<file path="src/rtl/spi_shift_engine_if.sv">
// Control handshake and SPI pin bundle for spi_shift_engine.
// master: the shift engine itself; slave: the register logic / SPI device side.
interface spi_shift_engine_if #(
   parameter int unsigned WIDTH = 8
);
   logic             start;
   logic [WIDTH-1:0] tx_data;
   logic [WIDTH-1:0] rx_data;
   logic             busy;
   logic             done;
   logic             sclk;
   logic             mosi;
   logic             miso;
   logic             cs_n;

   modport master (
      input  start, tx_data, miso,
      output rx_data, busy, done, sclk, mosi, cs_n
   );

   modport slave (
      output start, tx_data, miso,
      input  rx_data, busy, done, sclk, mosi, cs_n
   );
endinterface

</file>
<file path="src/rtl/spi_shift_engine.sv">
// SPI mode-0 master shift engine paced by edge-detecting the divided spi_clk.
// One WIDTH-bit MSB-first full-duplex transfer per accepted start.
module spi_shift_engine #(
   parameter int unsigned WIDTH = 8
) (
   input  logic               clkin,
   input  logic               reset,
   input  logic               spi_clk,
   spi_shift_engine_if.master bus
);

   localparam int unsigned CW = (WIDTH > 1) ? $clog2(WIDTH) : 1;

   typedef enum logic [2:0] {
      IDLE,
      SETUP,
      SHIFT,
      HOLD,
      DONE
   } state_t;

   state_t           state_q, state_d;
   logic             spi_clk_d;
   logic             rise_c, fall_c;
   logic [WIDTH-1:0] tx_sr_q, tx_sr_d;
   logic [WIDTH-1:0] rx_sr_q, rx_sr_d;
   logic [WIDTH-1:0] rx_data_q, rx_data_d;
   logic [WIDTH-1:0] tx_shift_c;
   logic [CW-1:0]    cnt_q, cnt_d;
   logic             sclk_q, sclk_d;
   logic             mosi_q, mosi_d;
   logic             cs_n_q, cs_n_d;
   logic             busy_q, busy_d;
   logic             done_q, done_d;

   assign rise_c     = spi_clk & ~spi_clk_d;
   assign fall_c     = ~spi_clk & spi_clk_d;
   assign tx_shift_c = tx_sr_q << 1;

   // Next-state and next-output logic; everything is registered below.
   always_comb begin
      state_d   = state_q;
      tx_sr_d   = tx_sr_q;
      rx_sr_d   = rx_sr_q;
      rx_data_d = rx_data_q;
      cnt_d     = cnt_q;
      sclk_d    = sclk_q;
      mosi_d    = mosi_q;
      cs_n_d    = cs_n_q;

      unique case (state_q)
         IDLE: begin
            if (bus.start) begin
               tx_sr_d = bus.tx_data;
               cs_n_d  = 1'b0;
               mosi_d  = bus.tx_data[WIDTH-1];
               cnt_d   = '0;
               state_d = SETUP;
            end
         end
         SETUP: begin
            if (fall_c) state_d = SHIFT;
         end
         SHIFT: begin
            if (rise_c) begin
               sclk_d  = 1'b1;
               rx_sr_d = WIDTH'({rx_sr_q, bus.miso});
            end else if (fall_c) begin
               sclk_d = 1'b0;
               if (cnt_q == CW'(WIDTH - 1)) begin
                  state_d = HOLD;
               end else begin
                  tx_sr_d = tx_shift_c;
                  mosi_d  = tx_shift_c[WIDTH-1];
                  cnt_d   = cnt_q + CW'(1);
               end
            end
         end
         HOLD: begin
            if (rise_c) begin
               cs_n_d    = 1'b1;
               mosi_d    = 1'b0;
               rx_data_d = rx_sr_q;
               state_d   = DONE;
            end
         end
         DONE: begin
            state_d = IDLE;
         end
         default: state_d = IDLE;
      endcase

      // rx_data is loaded on entry to DONE so it is valid alongside done.
      busy_d = (state_d != IDLE);
      done_d = (state_d == DONE);
   end

   always_ff @(posedge clkin) begin
      if (reset) begin
         state_q   <= IDLE;
         spi_clk_d <= 1'b0;
         tx_sr_q   <= '0;
         rx_sr_q   <= '0;
         rx_data_q <= '0;
         cnt_q     <= '0;
         sclk_q    <= 1'b0;
         mosi_q    <= 1'b0;
         cs_n_q    <= 1'b1;
         busy_q    <= 1'b0;
         done_q    <= 1'b0;
      end else begin
         state_q   <= state_d;
         spi_clk_d <= spi_clk;
         tx_sr_q   <= tx_sr_d;
         rx_sr_q   <= rx_sr_d;
         rx_data_q <= rx_data_d;
         cnt_q     <= cnt_d;
         sclk_q    <= sclk_d;
         mosi_q    <= mosi_d;
         cs_n_q    <= cs_n_d;
         busy_q    <= busy_d;
         done_q    <= done_d;
      end
   end

   assign bus.rx_data = rx_data_q;
   assign bus.busy    = busy_q;
   assign bus.done    = done_q;
   assign bus.sclk    = sclk_q;
   assign bus.mosi    = mosi_q;
   assign bus.cs_n    = cs_n_q;

endmodule

</file>
<file path="src/flat_wrapper.sv">
// flat-port wrapper written by rule: the top's interface ports become plain ports
module spi_shift_engine_flat 
#(
   parameter int unsigned WIDTH = 8
)
  (clkin, reset, spi_clk, bus_start, bus_tx_data, bus_miso, bus_rx_data, bus_busy, bus_done, bus_sclk, bus_mosi, bus_cs_n);
  spi_shift_engine_if #(.WIDTH(WIDTH)) bus_i ();
  input  logic clkin;
  input  logic reset;
  input  logic spi_clk;
  input wire logic [$bits(bus_i.start)-1:0] bus_start;
  input wire logic [$bits(bus_i.tx_data)-1:0] bus_tx_data;
  input wire logic [$bits(bus_i.miso)-1:0] bus_miso;
  output wire logic [$bits(bus_i.rx_data)-1:0] bus_rx_data;
  output wire logic [$bits(bus_i.busy)-1:0] bus_busy;
  output wire logic [$bits(bus_i.done)-1:0] bus_done;
  output wire logic [$bits(bus_i.sclk)-1:0] bus_sclk;
  output wire logic [$bits(bus_i.mosi)-1:0] bus_mosi;
  output wire logic [$bits(bus_i.cs_n)-1:0] bus_cs_n;
  assign bus_i.start = bus_start;
  assign bus_i.tx_data = bus_tx_data;
  assign bus_i.miso = bus_miso;
  assign bus_rx_data = bus_i.rx_data;
  assign bus_busy = bus_i.busy;
  assign bus_done = bus_i.done;
  assign bus_sclk = bus_i.sclk;
  assign bus_mosi = bus_i.mosi;
  assign bus_cs_n = bus_i.cs_n;
  spi_shift_engine #(.WIDTH(WIDTH)) u_core (.clkin(clkin), .reset(reset), .spi_clk(spi_clk), .bus(bus_i));
endmodule
</file>
<file path="config.mk">
export PLATFORM = sky130hd
export DESIGN_NAME = spi_shift_engine_flat
export DESIGN_NICKNAME = d
export VERILOG_FILES = /design/src/rtl/spi_shift_engine_if.sv /design/src/rtl/spi_shift_engine.sv /design/src/flat_wrapper.sv
export SDC_FILE = /design/constraint.sdc
export NUM_CORES = 1
export LEC_CHECK = 0
export CORE_AREA = 4 4 67 53
export DETAILED_ROUTE_END_ITERATION = 10
export DIE_AREA = 0 0 71 57
export PLACE_DENSITY = 0.8
export SLEW_MARGIN = 20
export SYNTH_ARGS = -nofsm -noshare
export SYNTH_HDL_FRONTEND = slang
export SYNTH_SLANG_ARGS = --single-unit
</file>
<file path="constraint.sdc">
create_clock -name clkin -period 3.3 [get_ports clkin]
set_input_delay 0.66 -clock clkin [delete_from_list [all_inputs] [get_ports clkin]]
set_output_delay 0.66 -clock clkin [all_outputs]
set_load 0.02 [all_outputs]
</file>
==> results of run 1 <==
==> state kept, by name, indices dropped and copies added, names as in the netlist <==
name	count
u_core.tx_sr_q	7
u_core.bus.sclk	1
u_core.bus.mosi	1
u_core.bus.busy	1
u_core.bus.cs_n	1
u_core.rx_sr_q	8
u_core.cnt_q	3
u_core.bus.done	1
u_core.spi_clk_d	1
u_core.bus.rx_data	8
u_core.state_q	3
==> critical path, delay by kind of cell <==
| family | cells | cell delay (ns) |
|---|---|---|
| compound gates | 2 | 0.59 |
| fa+ha+maj | 1 | 0.31 |
| buf+inv | 1 | 0.43 |
| simple gates | 1 | 0.54 |
==> cells by family (layout without fill, tap and decap cells) <==
| family | after synthesis | after routing | share of synthesized area (%) |
|---|---|---|---|
| and+or+nand+nor | 66 | 66 | 22.8 |
| AOI/OAI and AO/OA | 39 | 39 | 17.3 |
| DFF | 35 | 35 | 45.3 |
| buffers and inverters | 18 | 38 | 5.43 |
| muxes | 9 | 9 | 5.83 |
| adders and majority gates | 4 | 4 | 3.24 |
==> synth_stat cells <==
cell type  count  area share [%]
dfxtp_1       35              45
nand2_1       33             8.0
a21oi_1       14             4.5
nor2_1        12             2.9
clkbuf_1       9             2.2
mux2i_1        9             5.8
a211oi_1       6             2.9
a311oi_1       6             3.4
o211ai_1       6             2.9
buf_2          4             1.3
ha_1           4             3.2
inv_1          3            0.73
nor3_1         3            0.97
and3b_1        2             1.1
nand4b_1       2             1.1
nor2b_1        2            0.81
nor3b_2        2             1.6
o21ai_0        2            0.65
or3b_1         2             1.1
a221oi_2       1            0.97
a32oi_1        1            0.57
and4b_1        1            0.65
buf_4          1            0.49
buf_6          1            0.73
nand2b_1       1            0.41
nand3_1        1            0.32
nand3b_1       1            0.49
nor4b_4        1             1.5
nor4bb_1       1            0.65
o21ai_1        1            0.32
o21bai_1       1            0.49
o32ai_1        1            0.57
or3_1          1            0.41
or4b_1         1            0.65
==> layout make-up <==
class | instances | area [um2]
clock buffers | 6 | 72.6
clock inverters | 2 | 60.1
fillers | 242 | 968
inverters | 3 | 11.3
multi-input cells | 118 | 767
flip-flops and latches | 35 | 701
well taps | 38 | 47.5
repair buffers | 27 | 265
==> layout by cell type, fill, tap and decap left out, types with 2 or more instances in the layout <==
cell             instances
bufinv_16                2
a311oi_1                 6
nor3_1                   3
inv_1                    3
buf_4                    2
clkbuf_8                 5
nor2b_1                  2
ha_1                     4
nand4b_1                 2
mux2i_1                  9
o211ai_1                 6
a21oi_1                 14
or3b_1                   2
nand2_1                 33
nor2_1                  12
nor3b_2                  2
o21ai_0                  2
clkdlybuf4s50_1         25
dfxtp_1                 35
and3b_1                  2
a211oi_1                 6
==> power groups by stage <==
stage	Clock, uW	Sequential, uW	Combinational, uW
after floorplan	0	455	52.3
after global placement	0	456	78.1
after detailed placement	0	457	81.0
after CTS	461	448	81.8
after global routing	486	450	89.1
final	454	448	81.9
==> how the worst max path moves through the flow <==
stage,from,end,slack [ns],depth (start not counted)
2_1_floorplan,spi_clk,u_core.tx_sr_q[1],1.26,6
3_3_place_gp,spi_clk,u_core.tx_sr_q[1],0.73,5
3_5_place_dp,spi_clk,u_core.tx_sr_q[5],0.64,5
4_1_cts,spi_clk,u_core.tx_sr_q[5],0.92,5
5_1_grt,spi_clk,u_core.tx_sr_q[6],0.79,5
6_report,spi_clk,u_core.tx_sr_q[5],0.89,5
==> stage by stage <==
| stage | total power (uW) | hold WS [ns] | utilization [%] | setup slack (ns) | instances |
|---|---|---|---|---|---|
| after detailed placement | 538 | 0.450 | 61.9 | 0.636 | 221 |
| after CTS | 991 | 0.461 | 66.5 | 0.924 | 229 |
| after floorplan | 507 | 0.431 | - | 1.26 | 171 |
| after global routing | 1030 | 0.479 | 66.5 | 0.787 | 229 |
| final | 984 | 0.455 | 66.5 | 0.888 | 229 |
| after global placement | 535 | 0.444 | 61.9 | 0.726 | 221 |
==> per-layer routing <==
metal  up-vias  share of wire [%]  global-route usage, %
met2        45                 46                   26.7
met4         0               0.36                   6.97
met5         -                  0                      0
met3         2                6.3                   4.58
li1        646                  -                      -
met1       597                 47                   25.8
==> impl_results.md, run 1 <==
* MaxCap Viol Count at 0
* Crit-path slowest cell: or3b_1
* FP Rows at 17
* Area growth syn-to-layout at 24.5%
* Clock share of power at 46.1%
* Initial Util at 53.4%
* Critical path, cell by cell: clkdlybuf4s50_1, ha_1, or3b_1, o21ai_1, a311oi_1
* H-Tree Depth at 2
* Critical Path RT at between 3 and 4 ns
* WS Path Type: primary input to flip-flop
* Clk_skew at 0.00713 ns
* Least-Margin Pin Slew at 0.850 ns
* Startpoint types: primary input
* Fmax at ~410 MHz
* R2r startpoint: u_core.state_q[1]
* Reg clk slew, reported paths at 0.07 ns
* GPL Wtd Cong at ~0.8
* Max Root-Sink Buffers at 2
* Initial antenna violation count at 0
* DRC at 0
* Final #Nets at 207
* Reg power frac at 45.5%
* RSZ-0062 raised after global routing: false
* Worst hold path class: flip-flop to flip-flop
* Number of global-route vias before repair at 1258
* Combinational share of power at under 10%
* Largest net degree at the start of global routing at 19
* Core area at 2890 um2
* CTS root buf: clkbuf_8
* Hold Buf Count CTS at 0
* Outcome: completed
* Synthesis-stage register bit count at 35
* Int Pwr at 778 uW
* Worst Setup End Kind: flip-flop
* Seq/Total Area, Yosys at 45.3%
* Initial DRT Pass Iterations at 4
* Slew Limit Headroom at 43.1%
* Vias at 1290
* FF-to-FF End: u_core.tx_sr_q[5]
* Reg2Reg Depth at 3
* Remaining global-route overflow at 0
* Post-Syn Area per Cell at 9.04 um2
* Min Tclk post-route at approximately 2.4 ns
* First-pass GRT wire length at 5.93 mm
* Synthesized instance count at 171
* PwrDens at 512 nW/um2
* Share of layout cells above drive strength 1 at about 7.3%
* Worst Hold Depth at 2
* WL/cell at 14.5 um
* Setup TNS Final at 0 ns
* Vias/cell at 5.63
* Design Area, Final at 1920 um2
* Postcts setup bufs at 0
* Placed cell area at roughly 1800 um2
* DRT iter0 DRCs at 105
* Clock Sinks at 35
* Port Buffers at 25
* CP Max Fanout at 9
* Syn nets at 188
* Hold Path Sink: u_core.bus.rx_data[0]
* Data arrival, critical path at approximately 2.5 ns
* Die area at 4050 um2
* Total Wirelength at 3.32 mm
* CTS tree: yes
* Worst-Skew Late Latency at around 0.28 ns
* Netlist cell types at 34
* Worst Min Path Start: u_core.bus.rx_data[0]
* Pins Over Slew Limit at 0
* Critical Path Max Stage Delay at 0.54 ns
* Tcrit/Tclk final at 73.1%
* Leakage at 0.000685 uW
* Synth warnings at 0
* Antenna diode count at 0
* IO Pins at 26
* GRT Total Usage at 18.2%
* Post-DRT Antenna Nets at 0
* Post_cts resized at 0
* Synthesized area at around 1500 um2
* Worst VDD drop at 361 uV
* Setup Viol. Count Final at 0
* Sw Pwr at 206 uW
* CTS buffer count at 5
* Final hold vios at 0
* Die Height at 57 um
* Switching share of power at 20.9%
* Die W at between 70 and 80 um
* Worst R2R Setup Slack at about 1.2 ns
* HPWL after detailed placement at 2.26 mm
Note: power is estimated with default switching activity, not from simulation.
==> run 2, diff against run 1 <==
- CORE_AREA: 4 4 67 53 -> 4 4 68 55
- DIE_AREA: 0 0 71 57 -> 0 0 72 59
- PLACE_DENSITY: 0.8 -> 0.76
- clock period: 3.3 -> 2.45 ns (I/O delays scaled with it)
==> impl_results.md, run 2 (synthesis gave the netlist of run 1 again) <==
* Outcome: completed (unchanged)
* Share of layout cells above drive strength 1 at 10.2% (was 7.33%)
* Worst hold path class: flip-flop to flip-flop (unchanged)
* Die Height at 59 um (was 57 um)
* Leakage at 0.000696 uW (was 0.000685 uW)
* Commonest non-fill, non-tap cell in the layout: dfxtp_1 (unchanged)
* Final hold vios at 0 (unchanged)
* Critical Path RT at 2.66 ns (was 3.43 ns)
* Total Wirelength at 3.47 mm (was 3.32 mm)
* Remaining global-route overflow at 0 (unchanged)
* Hold Buf Count CTS at 0 (unchanged)
* WS Path Type: primary input to flip-flop (unchanged)
* Die W at 72 um (was 71 um)
* Combinational share of power at 10.1% (was 8.3%)
* H-Tree Depth at 2 (unchanged)
* Least-Margin Pin Slew at 0.572 ns (was 0.850 ns)
* Reg clk slew, reported paths at 0.07 ns (about the same)
* Most frequent cells in the layout: dfxtp_1, nand2_1, clkdlybuf4s50_1, a21oi_1, nor2_1 (unchanged)
* Postcts setup bufs at 0 (unchanged)
* CTS root buf: clkbuf_8 (unchanged)
* Number of global-route vias before repair at 1320 (was 1258)
* Final Core Density at 62.0% (was 66.5%)
* Clk_skew at 0.00603 ns (was 0.00713 ns)
* Post_cts resized at 0 (unchanged)
* WHS at 0.455 ns (about the same)
* Initial DRT Pass Iterations at 4 (unchanged)
* Vias at 1323 (was 1290)
* Int Pwr at 866 uW (was 778 uW)
* MaxCap Viol Count at 0 (unchanged)
* Min Tclk post-route at between 2 and 2.5 ns
* Sw Pwr at 271 uW (was 206 uW)
* Fmax at 487 MHz
* Reg power frac at 53.0% (was 45.5%)
* FP Rows at 18 (was 17)
* Clock share of power at 36.9% (was 46.1%)
* Worst Setup End Kind: flip-flop (unchanged)
* Clock Sinks at 35 (unchanged)
* Met1 Track Usage GR at 21.3% (was 25.8%)
* Core area at 3110 um2 (was 2890 um2)
* First-pass GRT wire length at 5.93 mm (unchanged)
* Pins Over Slew Limit at 0 (unchanged)
* Startpoint types: primary input (unchanged)
* Worst R2R Setup Slack at 0.54 ns (was 1.23 ns)
* GRT Total Usage at 17.5% (was 18.2%)
* Antenna diode count at 0 (unchanged)
* Setup Viol. Count Final at 0 (unchanged)
* Setup TNS Final at 0 ns (unchanged)
* GPL Wtd Cong at 0.746 (was 0.812)
* CTS tree: yes (unchanged)
* R2r startpoint: u_core.state_q[1] (unchanged)
* Data arrival, critical path at 2.26 ns (was 2.54 ns)
* PwrDens at 590 nW/um2 (was 512 nW/um2)
* CP Max Fanout at 7 (was 9)
* Max Root-Sink Buffers at 2 (unchanged)
* Die area at 4250 um2 (was 4050 um2)
* Slew Limit Headroom at 61.7% (was 43.1%)
* CTS buffer count at 5 (unchanged)
* Final #Nets at 213 (was 207)
* Switching share of power at 23.8% (was 20.9%)
* Worst Min Path Start: u_core.bus.rx_data[4] (was u_core.bus.rx_data[0])
* Crit-path slowest cell: or3b_1 (unchanged)
* Met3 Usage GRT at 4.75% (was 4.58%)
* Most used routing layer: met2 (unchanged)
* Post-DRT Antenna Nets at 0 (unchanged)
* Port Buffers at 25 (unchanged)
* CP endpoint: u_core.bus.mosi (was u_core.tx_sr_q[5])
* Reg2Reg Depth at 3 (unchanged)
* Vias/cell at 5.61 (was 5.63)
* RSZ-0062 raised after global routing: false (unchanged)
* Global-route met2 utilization at 30.9% (was 26.7%)
* HPWL after detailed placement at 2.49 mm (was 2.26 mm)
* Critical Path Max Stage Delay at 0.49 ns (was 0.54 ns)
* IO Pins at 26 (unchanged)
* Worst VDD drop at 452 uV (was 361 uV)
* Worst Setup SP: spi_clk (unchanged)
* Critical path, cell by cell: clkdlybuf4s50_1, inv_1, ha_1, or3b_1, a221oi_2, mux2i_1 (was clkdlybuf4s50_1, ha_1, or3b_1, o21ai_1, a311oi_1)
* WL/cell at 14.7 um (was 14.5 um)
* Initial antenna violation count at 0 (unchanged)
* DRT iter0 DRCs at 78 (was 105)
* Worst-Skew Late Latency at 0.28 ns (about the same)
* DRC at 0 (unchanged)
* Initial Util at 49.7% (was 53.4%)
* FF-to-FF End: u_core.cnt_q[0] (was u_core.tx_sr_q[5])
* Area growth syn-to-layout at 24.7% (was 24.5%)
* Largest net degree at the start of global routing at 22 (was 19)
* Tcrit/Tclk final at 83.8%
==> run 2: cell types whose count changed in the layout (fill, tap and decap cells not counted) <==
cell       previous run  this run
bufinv_16             2         0
clkbuf_8              5         6
clkinv_2              0         1
clkbuf_1              1         0
buf_4                 2         8
==> run 2: through the flow <==
stage	setup slack [ns]	std cells	instance area, um2	total power (uW)
3_3_place_gp	0.191	229	1840	725
4_1_cts	0.401	236	1930	1140
2_1_floorplan	0.584	171	1550	683
3_5_place_dp	0.0960	229	1840	731
5_1_grt	0.280	236	1930	1180
6_report	0.397	236	1930	1140
==> run 2: final cells by class <==
type	count	area (um2)
tap	40	50.0
timing repair buffer	33	310
multi-input combinational	118	767
sequential	35	701
inverter	3	11.3
fill	268	1180
clock inverter	1	5.00
clock buffer	6	82.6
==> run 2: power groups by stage <==
stage / Sequential, uW / Clock [uW] / Combinational (uW)
after global routing: 605 / 453 / 127
final: 603 / 419 / 115
after floorplan: 613 / 0 / 70.4
after CTS: 603 / 425 / 115
after detailed placement: 616 / 0 / 115
after global placement: 615 / 0 / 110
==> run 2: worst min-delay path by stage <==
stage / slack, ns / to / cells after the start
CTS: 0.46 / u_core.bus.rx_data[4] / 2
detailed placement: 0.45 / u_core.bus.rx_data[7] / 2
finish: 0.46 / u_core.bus.rx_data[4] / 2
global route: 0.49 / u_core.bus.rx_data[4] / 2
global placement: 0.44 / u_core.bus.rx_data[5] / 2
floorplan: 0.43 / u_core.bus.rx_data[7] / 2
==> run 2: routing by layer <==
metal  routed length (um)  up-vias  part of all wire, %
met5                    0        -                    0
met4                   30        0                 0.87
met3                  166        4                  4.8
met2                 1710       29                   49
met1                 1560      632                   45
li1                     -      658                    -
==> run 2: worst max-delay path: cells and delay by family <==
kind	cells	cell delay, ns
buf+inv	2	0.50
simple gates	1	0.49
compound gates	1	0.35
mux	1	0.22
fa+ha+maj	1	0.21
==> run 3, diff against run 2 <==
- clock period: 2.45 -> 1.9 ns (I/O delays scaled with it)
==> impl_results.md, run 3 (synthesis gave the netlist of run 1 again) <==
* Outcome: completed (unchanged)
* # fillers at 267 (was 268)
* Reg power frac at 51.9% (was 53.0%)
* Initial Util at 49.7% (unchanged)
* Area growth syn-to-layout at 31.6% (was 24.7%)
* PwrDens at 732 nW/um2 (was 590 nW/um2)
* Multi-input gate area at 776 um2 (was 767 um2)
* WHS at 0.455 ns (about the same)
* Initial antenna violation count at 0 (unchanged)
* Core area at 3110 um2 (unchanged)
* Die area at 4250 um2 (unchanged)
* Fmax at around 550 MHz
* Die W at 72 um (unchanged)
* Die Height at 59 um (unchanged)
* Worst Setup End Kind: flip-flop (unchanged)
* CP Max Fanout at 4 (was 7)
* Hold Buf Count CTS at 0 (unchanged)
* WL/cell at 14.6 um (was 14.7 um)
* Final Core Density at 65.4% (was 62.0%)
* Most frequent cells in the layout: dfxtp_1, nand2_1, clkdlybuf4s50_1, buf_4, a21oi_1 (was dfxtp_1, nand2_1, clkdlybuf4s50_1, a21oi_1, nor2_1)
* DRC at 0 (unchanged)
* Vias/cell at 5.47 (was 5.61)
* Worst Min Path Start: u_core.bus.rx_data[3] (was u_core.bus.rx_data[4])
* WP buf/inv at 2 (unchanged)
* Slew Limit Headroom at 75.6% (was 61.7%)
* R2r startpoint: u_core.cnt_q[0] (was u_core.state_q[1])
* Clock Sinks at 35 (unchanged)
* Min Tclk post-route at 1.83 ns
* Max Root-Sink Buffers at 2 (unchanged)
* Critical Path Max Stage Delay at 0.43 ns (was 0.49 ns)
* Critical path, cell by cell: clkdlybuf4s50_1, inv_1, ha_1, or3b_4, a221oi_2, mux2i_1 (was clkdlybuf4s50_1, inv_1, ha_1, or3b_1, a221oi_2, mux2i_1)
* IO Pins at 26 (unchanged)
* Int Pwr at 1130 uW (was 866 uW)
* Vias at 1362 (was 1323)
* Crit-path slowest cell: clkdlybuf4s50_1 (was or3b_1)
* Least-Margin Pin Slew at 0.366 ns (was 0.572 ns)
* Initial DRT Pass Iterations at 4 (unchanged)
* Number of global-route vias before repair at 1319 (was 1320)
* Clk_skew at 0.00977 ns (was 0.00603 ns)
* Setup TNS Final at 0 ns (unchanged)
* Reg2Reg Depth at 5 (was 3)
* Top delay family on crit path: buffers and inverters (unchanged)
* H-Tree Depth at 2 (unchanged)
* FP Rows at 18 (unchanged)
* Total Wirelength at 3.64 mm (was 3.47 mm)
* FF/Latch Area at 701 um2 (unchanged)
* FF-to-FF End: u_core.bus.mosi (was u_core.cnt_q[0])
* CTS root buf: clkbuf_8 (unchanged)
* Total power at 1490 uW (was 1140 uW)
* Worst setup margin at 0.0654 ns (was 0.397 ns)
* Postcts setup bufs at 0 (unchanged)
* Startpoint types: primary input (unchanged)
* Largest net degree at the start of global routing at 20 (was 22)
* Remaining global-route overflow at 0 (unchanged)
* Worst hold path class: flip-flop to flip-flop (unchanged)
* Worst VDD drop at 492 uV (was 452 uV)
* Antenna diode count at 0 (unchanged)
* Reg clk slew, reported paths at 0.07 ns (about the same)
* WS Path Type: primary input to flip-flop (unchanged)
* Clock share of power at 36.1% (was 36.9%)
* Critical Path RT at 2.12 ns (was 2.66 ns)
* Post-place setup slack at -0.322 ns (was 0.0960 ns)
* Leakage at 0.000762 uW (was 0.000696 uW)
* CTS buffer count at 5 (unchanged)
* CTS tree: yes (unchanged)
* Data arrival, critical path at 2.05 ns (was 2.26 ns)
* HPWL after detailed placement at 2.65 mm (was 2.49 mm)
* Final #Nets at 226 (was 213)
* Commonest non-fill, non-tap cell in the layout: dfxtp_1 (unchanged)
* DRT iter0 DRCs at 68 (was 78)
* First-pass GRT wire length at 5.93 mm (unchanged)
* Post-DRT Antenna Nets at 0 (unchanged)
* MaxCap Viol Count at 0 (unchanged)
* Hold Path Sink: u_core.bus.rx_data[3] (was u_core.bus.rx_data[4])
* RSZ-0062 raised after global routing: false (unchanged)
* Switching share of power at 23.8% (about the same)
* Setup Viol. Count Final at 0 (unchanged)
* GRT Total Usage at 18.1% (was 17.5%)
* GPL Wtd Cong at 0.802 (was 0.746)
* Sw Pwr at 354 uW (was 271 uW)
* Tcrit/Tclk final at 96.6%
* Worst Hold Depth at 2 (unchanged)
* Combinational share of power at 12.0% (was 10.1%)
* Final hold vios at 0 (unchanged)
* Share of layout cells above drive strength 1 at 16.3% (was 10.2%)
* Port Buffers at 25 (unchanged)
* Worst R2R Setup Slack at 0.09 ns (was 0.54 ns)
* Worst-Skew Late Latency at 0.29 ns (was 0.28 ns)
* Pins Over Slew Limit at 0 (unchanged)
[run 3: worst reg2reg max path: cells and delay by family, from the launching register on]
kind	cells	cell delay, ns
AO/OA/AOI/OAI	1	0.31
adder cells (fa/ha/maj)	2	0.46
flip-flops	1	0.33
multiplexers	1	0.22
AND/OR/NAND/NOR	1	0.43
[run 3: worst max path at each step]
stage | startpoint | endpoint | slack, ns | cells after the start
after detailed placement | spi_clk | u_core.tx_sr_q[2] | -0.32 | 7
after CTS | spi_clk | u_core.bus.mosi | 0.02 | 6
after floorplan | spi_clk | u_core.tx_sr_q[1] | 0.14 | 6
final | spi_clk | u_core.bus.mosi | 0.07 | 6
after global routing | spi_clk | u_core.bus.mosi | 0.002 | 6
after global placement | spi_clk | u_core.bus.mosi | -0.19 | 6
[run 3: final cells by class]
class	count	area share (%)
Timing Repair Buffer	46	20.1
Multi-Input combinational cell	118	38.2
Sequential cell	35	34.5
Clock inverter	1	0.246
Tap cell	40	2.46
Inverter	3	0.554
Clock buffer	6	4.06
[run 3: power groups by stage]
stage               Combinational (uW)  Clock, uW  Sequential (uW)
floorplan                         90.8          0              791
global placement                   167          0              787
detailed placement                 175          0              788
CTS                                178        545              772
global route                       193        589              775
finish                             179        538              772
[run 3: stage by stage]
| stage | instance area, um2 | std cells |
|---|---|---|
| 2_1_floorplan | 1550 | 171 |
| 3_3_place_gp | 1940 | 242 |
| 3_5_place_dp | 1940 | 242 |
| 4_1_cts | 2030 | 249 |
| 5_1_grt | 2030 | 249 |
| 6_report | 2030 | 249 |
[run 3: timing repair]
action,CTS,global route
setup endpoints to repair,2,1
pin swaps,0,0
gates resized for setup,1,1
[run 3: metal layers]
layer  track usage [%]  vias up  part of all wire [%]
met1              22.1      647                    45
met3              6.61        7                   4.1
met5                 0        -                     0
met4              6.17        0                   1.3
met2              29.7       27                    50
li1                  -      681                     -
